[src/rtl/spi_reg_bank_pkg.sv]
// Shared definitions for the SPI register bank: FSM states, command layout, idle/bad reply bytes.
package spi_reg_bank_pkg;

  localparam int unsigned ADDR_W     = 7;
  localparam int unsigned CMD_RW_BIT = 7;
  localparam int unsigned IDX_W      = 2;
  localparam logic [7:0]  TX_IDLE    = 8'h00;
  localparam logic [7:0]  TX_BAD     = 8'hFF;

  typedef enum logic [1:0] {
    ST_CMD   = 2'd0,
    ST_WDATA = 2'd1,
    ST_RDATA = 2'd2,
    ST_SKIP  = 2'd3
  } state_e;

  // Byte sel of a word of up to four bytes (sel 0 is the least significant byte).
  function automatic logic [7:0] byte_of(input logic [31:0] w, input logic [IDX_W-1:0] sel);
    return w[{sel, 3'b000} +: 8];
  endfunction

endpackage

[src/rtl/spi_reg_bank_sync_2ff.sv]
// Two-flop synchroniser for the asynchronous chip-select pin; resets to the idle (high) level.
module spi_reg_bank_sync_2ff (
  input  logic clk,
  input  logic rst,
  input  logic d,
  output logic q
);

  logic meta;

  always_ff @(posedge clk) begin
    if (rst) begin
      meta <= 1'b1;
      q    <= 1'b1;
    end else begin
      meta <= d;
      q    <= meta;
    end
  end

endmodule

[src/rtl/spi_reg_bank.sv]
// Byte-framed register bank behind an SPI slave byte interface.
// Define SPI_REG_AUTOINC_EN for burst access with address auto-increment (wraps at NUM_REGS-1).
module spi_reg_bank
  import spi_reg_bank_pkg::*;
#(
  parameter int unsigned NUM_REGS   = 4,
  parameter int unsigned DATA_BYTES = 1,
  parameter logic [7:0]  RST_BYTE   = 8'hFF
) (
  input  logic                       CLK,
  input  logic                       RST,
  input  logic                       CS_N,
  input  logic [7:0]                 RX_DATA,
  input  logic                       RX_VLD,
  output logic [7:0]                 TX_DATA,
  output logic                       TX_VLD,
  input  logic                       TX_READY,
  output logic [NUM_REGS*8*DATA_BYTES-1:0] REGS,
  output logic                       WR_STB,
  output logic [ADDR_W-1:0]          WR_ADDR,
  output logic [7:0]                 ERR_CNT,
  output logic [7:0]                 LEDS
);

  localparam int unsigned DW = 8 * DATA_BYTES;
  localparam int unsigned AW = (NUM_REGS > 1) ? $clog2(NUM_REGS) : 1;
  localparam logic [IDX_W-1:0] LAST_IDX = IDX_W'(DATA_BYTES - 1);

  state_e            state;
  logic [ADDR_W-1:0] addr;
  logic [IDX_W-1:0]  byte_idx;
  logic [DW-1:0]     wbuf;
  logic [DW-1:0]     snap;
  logic [DW-1:0]     regs_q [NUM_REGS];
  logic              cs_s;
  logic              cs_d;

  // TX_DATA is always presented, so the slave's load handshake needs no tracking.
  logic unused_ready;
  assign unused_ready = TX_READY;

  spi_reg_bank_sync_2ff u_cs_sync (
    .clk (CLK),
    .rst (RST),
    .d   (CS_N),
    .q   (cs_s)
  );

  logic          frame_end_c;
  logic          cmd_ok_c;
  logic          addr_ok_c;
  logic [DW-1:0] cmd_word_c;
  logic [DW-1:0] wword_c;
  logic          partial_c;
  logic          err_inc_c;

  assign frame_end_c = cs_s & ~cs_d;
  assign cmd_ok_c    = 32'(RX_DATA[ADDR_W-1:0]) < NUM_REGS;
  assign addr_ok_c   = 32'(addr) < NUM_REGS;
  assign cmd_word_c  = cmd_ok_c ? regs_q[AW'(RX_DATA[ADDR_W-1:0])] : {DATA_BYTES{TX_BAD}};
  assign wword_c     = DW'({wbuf, RX_DATA});
  // A byte arriving with frame end is counted first, so only a still-unfinished word is an error.
  assign partial_c   = (state == ST_WDATA) &&
                       (RX_VLD ? (byte_idx != LAST_IDX) : (byte_idx != '0));
  assign err_inc_c   = (RX_VLD && (state == ST_CMD) && !cmd_ok_c) || (frame_end_c && partial_c);

`ifdef SPI_REG_AUTOINC_EN
  logic [ADDR_W-1:0] next_addr_c;
  logic [DW-1:0]     next_word_c;
  assign next_addr_c = (32'(addr) == NUM_REGS - 1) ? '0 : addr + ADDR_W'(1);
  assign next_word_c = (32'(next_addr_c) < NUM_REGS) ? regs_q[AW'(next_addr_c)]
                                                      : {DATA_BYTES{TX_BAD}};
`endif

  always_ff @(posedge CLK) begin
    if (RST) begin
      for (int i = 0; i < NUM_REGS; i++) regs_q[i] <= {DATA_BYTES{RST_BYTE}};
      state    <= ST_CMD;
      addr     <= '0;
      byte_idx <= '0;
      wbuf     <= '0;
      snap     <= '0;
      cs_d     <= 1'b1;
      TX_DATA  <= TX_IDLE;
      TX_VLD   <= 1'b0;
      WR_STB   <= 1'b0;
      WR_ADDR  <= '0;
      ERR_CNT  <= '0;
    end else begin
      TX_VLD <= 1'b1;
      WR_STB <= 1'b0;
      cs_d   <= cs_s;
      if (err_inc_c && (ERR_CNT != 8'hFF)) ERR_CNT <= ERR_CNT + 8'd1;

      if (RX_VLD) begin
        case (state)
          ST_CMD: begin
            addr     <= RX_DATA[ADDR_W-1:0];
            byte_idx <= '0;
            if (RX_DATA[CMD_RW_BIT]) begin
              state   <= ST_RDATA;
              snap    <= cmd_word_c;
              TX_DATA <= byte_of(32'(cmd_word_c), LAST_IDX);
            end else begin
              state   <= ST_WDATA;
              TX_DATA <= TX_IDLE;
            end
          end
          ST_WDATA: begin
            TX_DATA <= TX_IDLE;
            if (byte_idx == LAST_IDX) begin
              wbuf     <= '0;
              byte_idx <= '0;
              if (addr_ok_c) begin
                regs_q[AW'(addr)] <= wword_c;
                WR_STB            <= 1'b1;
                WR_ADDR           <= addr;
              end
`ifdef SPI_REG_AUTOINC_EN
              addr <= next_addr_c;
`else
              state <= ST_SKIP;
`endif
            end else begin
              wbuf     <= wword_c;
              byte_idx <= byte_idx + IDX_W'(1);
            end
          end
          ST_RDATA: begin
            if (byte_idx == LAST_IDX) begin
              byte_idx <= '0;
`ifdef SPI_REG_AUTOINC_EN
              addr    <= next_addr_c;
              snap    <= next_word_c;
              TX_DATA <= byte_of(32'(next_word_c), LAST_IDX);
`else
              state   <= ST_SKIP;
              TX_DATA <= TX_IDLE;
`endif
            end else begin
              byte_idx <= byte_idx + IDX_W'(1);
              TX_DATA  <= byte_of(32'(snap), LAST_IDX - byte_idx - IDX_W'(1));
            end
          end
          default: TX_DATA <= TX_IDLE;
        endcase
      end

      // Frame end overrides the byte's state update but keeps any commit it made.
      if (frame_end_c) begin
        state    <= ST_CMD;
        byte_idx <= '0;
        wbuf     <= '0;
        TX_DATA  <= TX_IDLE;
      end
    end
  end

  for (genvar g = 0; g < NUM_REGS; g++) begin : g_flat
    assign REGS[g*DW +: DW] = regs_q[g];
  end

  assign LEDS = regs_q[0][7:0];

endmodule

[config.mk]
export PLATFORM = sky130hd
export DESIGN_NAME = spi_reg_bank
export DESIGN_NICKNAME = d
export VERILOG_FILES = /design/src/rtl/spi_reg_bank_pkg.sv /design/src/rtl/spi_reg_bank_sync_2ff.sv /design/src/rtl/spi_reg_bank.sv
export SDC_FILE = /design/constraint.sdc
export NUM_CORES = 1
export LEC_CHECK = 0
export BUFFER_PORTS_ARGS = -buffer_cell sky130_fd_sc_hd__buf_4
export CAP_MARGIN = 10
export CELL_PAD_IN_SITES_DETAIL_PLACEMENT = 0
export CELL_PAD_IN_SITES_GLOBAL_PLACEMENT = 2
export CORE_MARGIN = 2
export CORE_UTILIZATION = 35
export DETAILED_ROUTE_END_ITERATION = 10
export PLACE_DENSITY = 0.88
export SYNTH_ARGS = -nofsm -noshare
export SYNTH_HDL_FRONTEND = slang
export SYNTH_HIERARCHICAL = 1
export SYNTH_SLANG_ARGS = --single-unit
[constraint.sdc]
create_clock -name CLK -period 5.1 [get_ports CLK]
set_clock_uncertainty 0.15 [all_clocks]
set_input_delay 0.255 -clock CLK [delete_from_list [all_inputs] [get_ports CLK]]
set_output_delay 0.255 -clock CLK [all_outputs]
set_load 0.01 [all_outputs]
=== Yosys cells after proc, flatten, opt, wreduce, memory -nomap -nowiden ===
Memories as Yosys holds them, arrays and structs flattened.
Cells that the tools add are included.

* Reduce and logical (&&, ||, !) cells: 19
* Divide/modulo/power cells: 0
* Mux-type cells: 21
* $mul: 0
* Bitwise logic cells: 2
* Equality and inequality tests: 4
* Magnitude comparators: 2
* Add/sub/neg operators: 4
* Shifts and indexed selects: 1

{| class="wikitable"
|+ Operator list
! cell !! number
|-
| 2-to-1 mux 8 bit || 4
|-
| indexed part select 32 x 6 -> 8 bit || 1
|-
| one-hot mux 8 bit (2 select lines) || 1
|-
| < comparator 7 x 3 -> 1 bit, second input constant || 2
|-
| 2-to-1 mux 1 bit || 10
|-
| adder 8 x 1 -> 8 bit, second input constant || 1
|-
| 2-to-1 mux 2 bit || 4
|-
| != test 8 bit, second input constant || 1
|-
| one-hot mux 2 bit (2 select lines) || 2
|-
| OR reduction 8 bit || 1
|-
| AND reduction 3 bit || 2
|-
| logical AND 1 bit || 5
|-
| zero test 2 bit || 2
|-
| AND reduction 2 bit || 2
|-
| AND reduction 4 bit || 1
|-
| nonzero test 2 bit || 2
|-
| OR reduction 2 bit || 2
|-
| adder 2 x 1 -> 2 bit, second input constant || 1
|-
| equality test 2 x 1 -> 1 bit, second input constant || 1
|-
| equality test 2 bit, second input constant || 1
|-
| != test 2 x 1 -> 1 bit, second input constant || 1
|-
| subtractor 1 x 2 -> 2 bit, first input constant || 1
|-
| subtractor 2 x 1 -> 2 bit, second input constant || 1
|-
| AND 1 bit || 1
|-
| 3 further kinds || 3
|}

* Bits of input ports: 13
* Output and inout bits: 65
* Register bits: 47
* Memory bits (writable): 32
* Memories kept: 1
* Word-level logic and storage cells: 66
* Bits in latches: 0
* ROM bits: 0

{| class="wikitable"
|+ Memory list
! memory !! depth !! bits a word !! read ports !! clocked after memory_dff !! wr ports !! line !! RTL
|-
| regs_q || 4 || 8 || 5 || 0 || 4 || spi_reg_bank.sv:34 || <nowiki>logic [DW-1:0] regs_q [NUM_REGS];</nowiki>
|}

=== Longest topological paths before layout ===
* Depth in word-level cells: 9
* Gate-level depth with buffers: 7
* Mapped depth without buffers: 6

=== By module ===
Netlist, hierarchy kept.

{| class="wikitable"
|+ By module, submodules not included
! module !! cells an instance !! sequential area each (sq um) !! times used !! area an instance (sq um)
|-
| spi_reg_bank || 307 || 1861.8 || 1 || 3344.5
|-
| spi_reg_bank_sync_2ff || 4 || 40.0 || 1 || 52.6
|}

=== Least setup slack after synthesis ===
OpenSTA, ideal clock, no wires.

* Kind: in2reg
* Start: in RX_VLD
* End: mem regs_q[0][0] (netlist bit), enable pin
* Required time: 4621 ps
* Path buffers: 1
* Arrival time: 1702 ps
* Library setup time: 329 ps
* Cell stages on the path: 5
* Path slack: 2919 ps
* Path through: buf_4 or4b_4 nor4_4 nor3b_4 or2_1

{| class="wikitable"
|+ RTL lines
! item !! line !! RTL
|-
| from (decl) || spi_reg_bank.sv:14 || <nowiki>input logic RX_VLD,</nowiki>
|-
| to (decl) || spi_reg_bank.sv:34 ||
|}

==> flow_metrics.env <==
export IMPL_hold_ws_ns=0.0374
export IMPL_n_antenna_cell=0
export IMPL_numCtsBuffers=9
export IMPL_max_stage_delay_ns=0.78
export IMPL_area_growth_syn_to_layout_pct=23.8
export IMPL_crit_path_end_kind="flop"
export IMPL_crit_slowest_cell="nor4_4"
export IMPL_insertion_delay_ns=0.35
export IMPL_cp_start_kind="flop"
export IMPL_grt_pass1_wl_mm=12.5
export IMPL_worstMarginPinSlew_ns=1.02
export IMPL_clk_path_buf_depth=2
export IMPL_fill_cells=888
export IMPL_path_cells="inv_1 > ha_1 > nand2_1 > nor4_4 > nand3b_1 > nand2_1"
export IMPL_tritoncts="built"
export IMPL_postSynthCellCount=311
export IMPL_grt_max_degree=23
export IMPL_vdd_ir_drop_worst_uv=129
export IMPL_ff2ff_setup_slack_ns=2.06
export IMPL_syn_nets=331
export IMPL_holdCritStartpoint="RX_DATA[6]"
export IMPL_hold_viol=0
export IMPL_drt_iter0_drc=152
export IMPL_slew_limit_headroom=0.316
export IMPL_p_total_uw=1280
export IMPL_drt_total_wl_mm=7.97
export IMPL_synth_avg_cell_area_sq_um=10.9
export IMPL_p_leak_uw=0.00144
export IMPL_first_global_vias=2454
export IMPL_hold_class="in2reg"
export IMPL_worstReg2RegEnd="regs_q[1][3]$_SDFFCE_PN1P_"
export IMPL_synth_area_sq_mm=0.00340
export IMPL_final_common_cell="buf_4"
export IMPL_fin_nets=398
export IMPL_viasPerCell=4.90
export IMPL_io_buffers=76
export IMPL_synth_main_ff_cell="dfxtp_1"
export IMPL_status="finished clean"
export IMPL_ys_ff_latch=79
export IMPL_pwr_density_cell_mw_per_mm2=304
export IMPL_ant_nets=0
export IMPL_ys_warn_count=6
export IMPL_grt_antenna_before_repair=0
export IMPL_setup_viol=0
export IMPL_gr_total_overflow=0
export IMPL_period_share=0.596
export IMPL_cts_root_buffer="clkbuf_8"
export IMPL_final_cell_mix="76 x buf_4, 47 x dfxtp_1, 32 x edfxtp_1"
export IMPL_gp_congestion=0.759
export IMPL_setup_tns_final_ns=0
export IMPL_setup_worst_path_end="regs_q[1][3]$_SDFFCE_PN1P_"
export IMPL_dieArea_sq_mm=0.0105
export IMPL_cts_resized=0
export IMPL_num_rows=35
export IMPL_worstSetupStartpoint="byte_idx[0]$_SDFFE_PP0P_"
export IMPL_yosysSeqAreaShare=0.560
export IMPL_crit_required_ns=4.96
export IMPL_ios=78
export IMPL_ys_types=40
export IMPL_finalMaxSlewViolations=0
export IMPL_drt_first_pass_iters=4
export IMPL_fp_dieH_um=103
export IMPL_core_sq_mm=0.00933
export IMPL_dp_hpwl_mm=5.47
export IMPL_vias=2511
export IMPL_clkTransAtPathRegs_ns=0.08
export IMPL_cts_htree_levels=3
export IMPL_synth_edff_count=32
export IMPL_postLayoutCoreUtil=0.451
export IMPL_die_w_um=103
export IMPL_start_util=0.364
export IMPL_critPathMostFrequentCell="nand2_1"
export IMPL_reg2regPathDepth=6
export IMPL_clock_sinks=79
export IMPL_cp_max_fo=14
export IMPL_layout_drive_gt1_share=0.292
export IMPL_grt_setup_unrepaired="false"
export IMPL_synth_async_sr_flop_share=0
export IMPL_fin_area_sq_mm=0.00421
export IMPL_arrival_ns=2.90
export IMPL_drc_errors=0
export IMPL_placed_cell_area_sq_mm=0.00401
export IMPL_period_minus_slack_ns=3.04
export IMPL_track_usage=0.157
export IMPL_critPathKind="reg2reg"
export IMPL_worstReg2RegStart="byte_idx[0]$_SDFFE_PP0P_"
export IMPL_cap_violations=0
export IMPL_wl_per_cell_um=15.6
export IMPL_fmax_ghz=0.329
==> registers in the layout, summed over array words and instances (netlist names) <==
| signal | count |
|---|---|
| ERR_CNT | 8 |
| TX_DATA | 8 |
| TX_VLD | 1 |
| WR_ADDR | 7 |
| WR_STB | 1 |
| addr | 7 |
| byte_idx | 2 |
| cs_d | 1 |
| regs_q | 32 |
| snap | 8 |
| state | 2 |
| u_cs_sync/meta | 1 |
| u_cs_sync/q | 1 |
==> power by group <==
group          switching (uW)  internal (uW)
registers                17.2            680
clock network             233            206
logic                    84.5           57.9
==> worst max-delay path: cells and delay by family (launching register included) <==
family | cells | cell delay, ns
fa+ha+maj | 1 | 0.24
buf+inv | 1 | 0.08
flops | 1 | 0.33
simple gates | 4 | 1.88
==> final cells by class <==
class	count	area [sq um]	area share
Sequential cell	79	1900	0.452
Multi-Input combinational cell	203	1350	0.321
Timing Repair Buffer	77	581	0.138
Tap cell	129	161	0.0384
Inverter	8	30.0	0.00714
Clock inverter	5	30.0	0.00714
Clock buffer	11	153	0.0363
==> Yosys cell counts, drive strengths merged, types with 4 or more instances <==
master | count | area (sq um)
ha | 7 | 87.6
o21ai | 15 | 75.1
o22ai | 8 | 50.1
edfxtp | 32 | 961
nand2b | 26 | 163
nand2 | 28 | 105
buf | 12 | 82.6
nor2b | 9 | 56.3
a21oi | 31 | 155
nand3 | 7 | 35.0
clkbuf | 9 | 33.8
inv | 8 | 30.0
and2 | 7 | 43.8
or3 | 4 | 25.0
or2 | 13 | 81.3
nor2 | 14 | 52.6
dfxtp | 47 | 941
mux4 | 8 | 180
==> metal layers <==
layer | vias up | track usage | part of all wire
li1 | 1227 | - | -
met1 | 1208 | 0.204 | 0.47
met2 | 65 | 0.250 | 0.46
met3 | 11 | 0.0495 | 0.054
met4 | 0 | 0.0544 | 0.021
met5 | - | 0 | 0
==> what timing repair did <==
| action | CTS | global route |
|---|---|---|
| endpoints found under the hold margin | 1 | 0 |
| endpoints found under the setup margin | 0 | 0 |
| hold buffers | 1 | 0 |
| buffers inserted | 0 | 0 |
==> stage by stage <==
step | worst slack [ns] | std cells
6_report | 2.06 | 512
3_3_place_gp | 2.04 | 495
3_5_place_dp | 1.96 | 495
4_1_cts | 2.03 | 512
5_1_grt | 1.84 | 512
2_1_floorplan | 2.92 | 311
==> cells by family (layout without fill, tap and decap cells) <==
family | Yosys count | count (layout) | synth area share
adder cells (fa/ha/maj) | 7 | 7 | 0.0258
AO/OA/AOI/OAI | 66 | 66 | 0.113
AND/OR/NAND/NOR | 120 | 120 | 0.199
flip-flops | 79 | 79 | 0.560
buffers and inverters | 29 | 101 | 0.0431
multiplexers | 10 | 10 | 0.0593
==> worst min-delay path by stage <==
stage | end | slack (ns) | cells past startpoint
floorplan | u_cs_sync/meta$_SDFF_PP1_ | 0.20 | 1
global placement | u_cs_sync/q$_SDFF_PP1_ | 0.24 | 1
detailed placement | u_cs_sync/q$_SDFF_PP1_ | 0.26 | 1
global route | addr[6]$_SDFFE_PP0P_ | 0.03 | 3
finish | addr[6]$_SDFFE_PP0P_ | 0.04 | 3
CTS | addr[6]$_SDFFE_PP0P_ | 0.02 | 3
No activity file was read; power rests on OpenSTA's default activity.
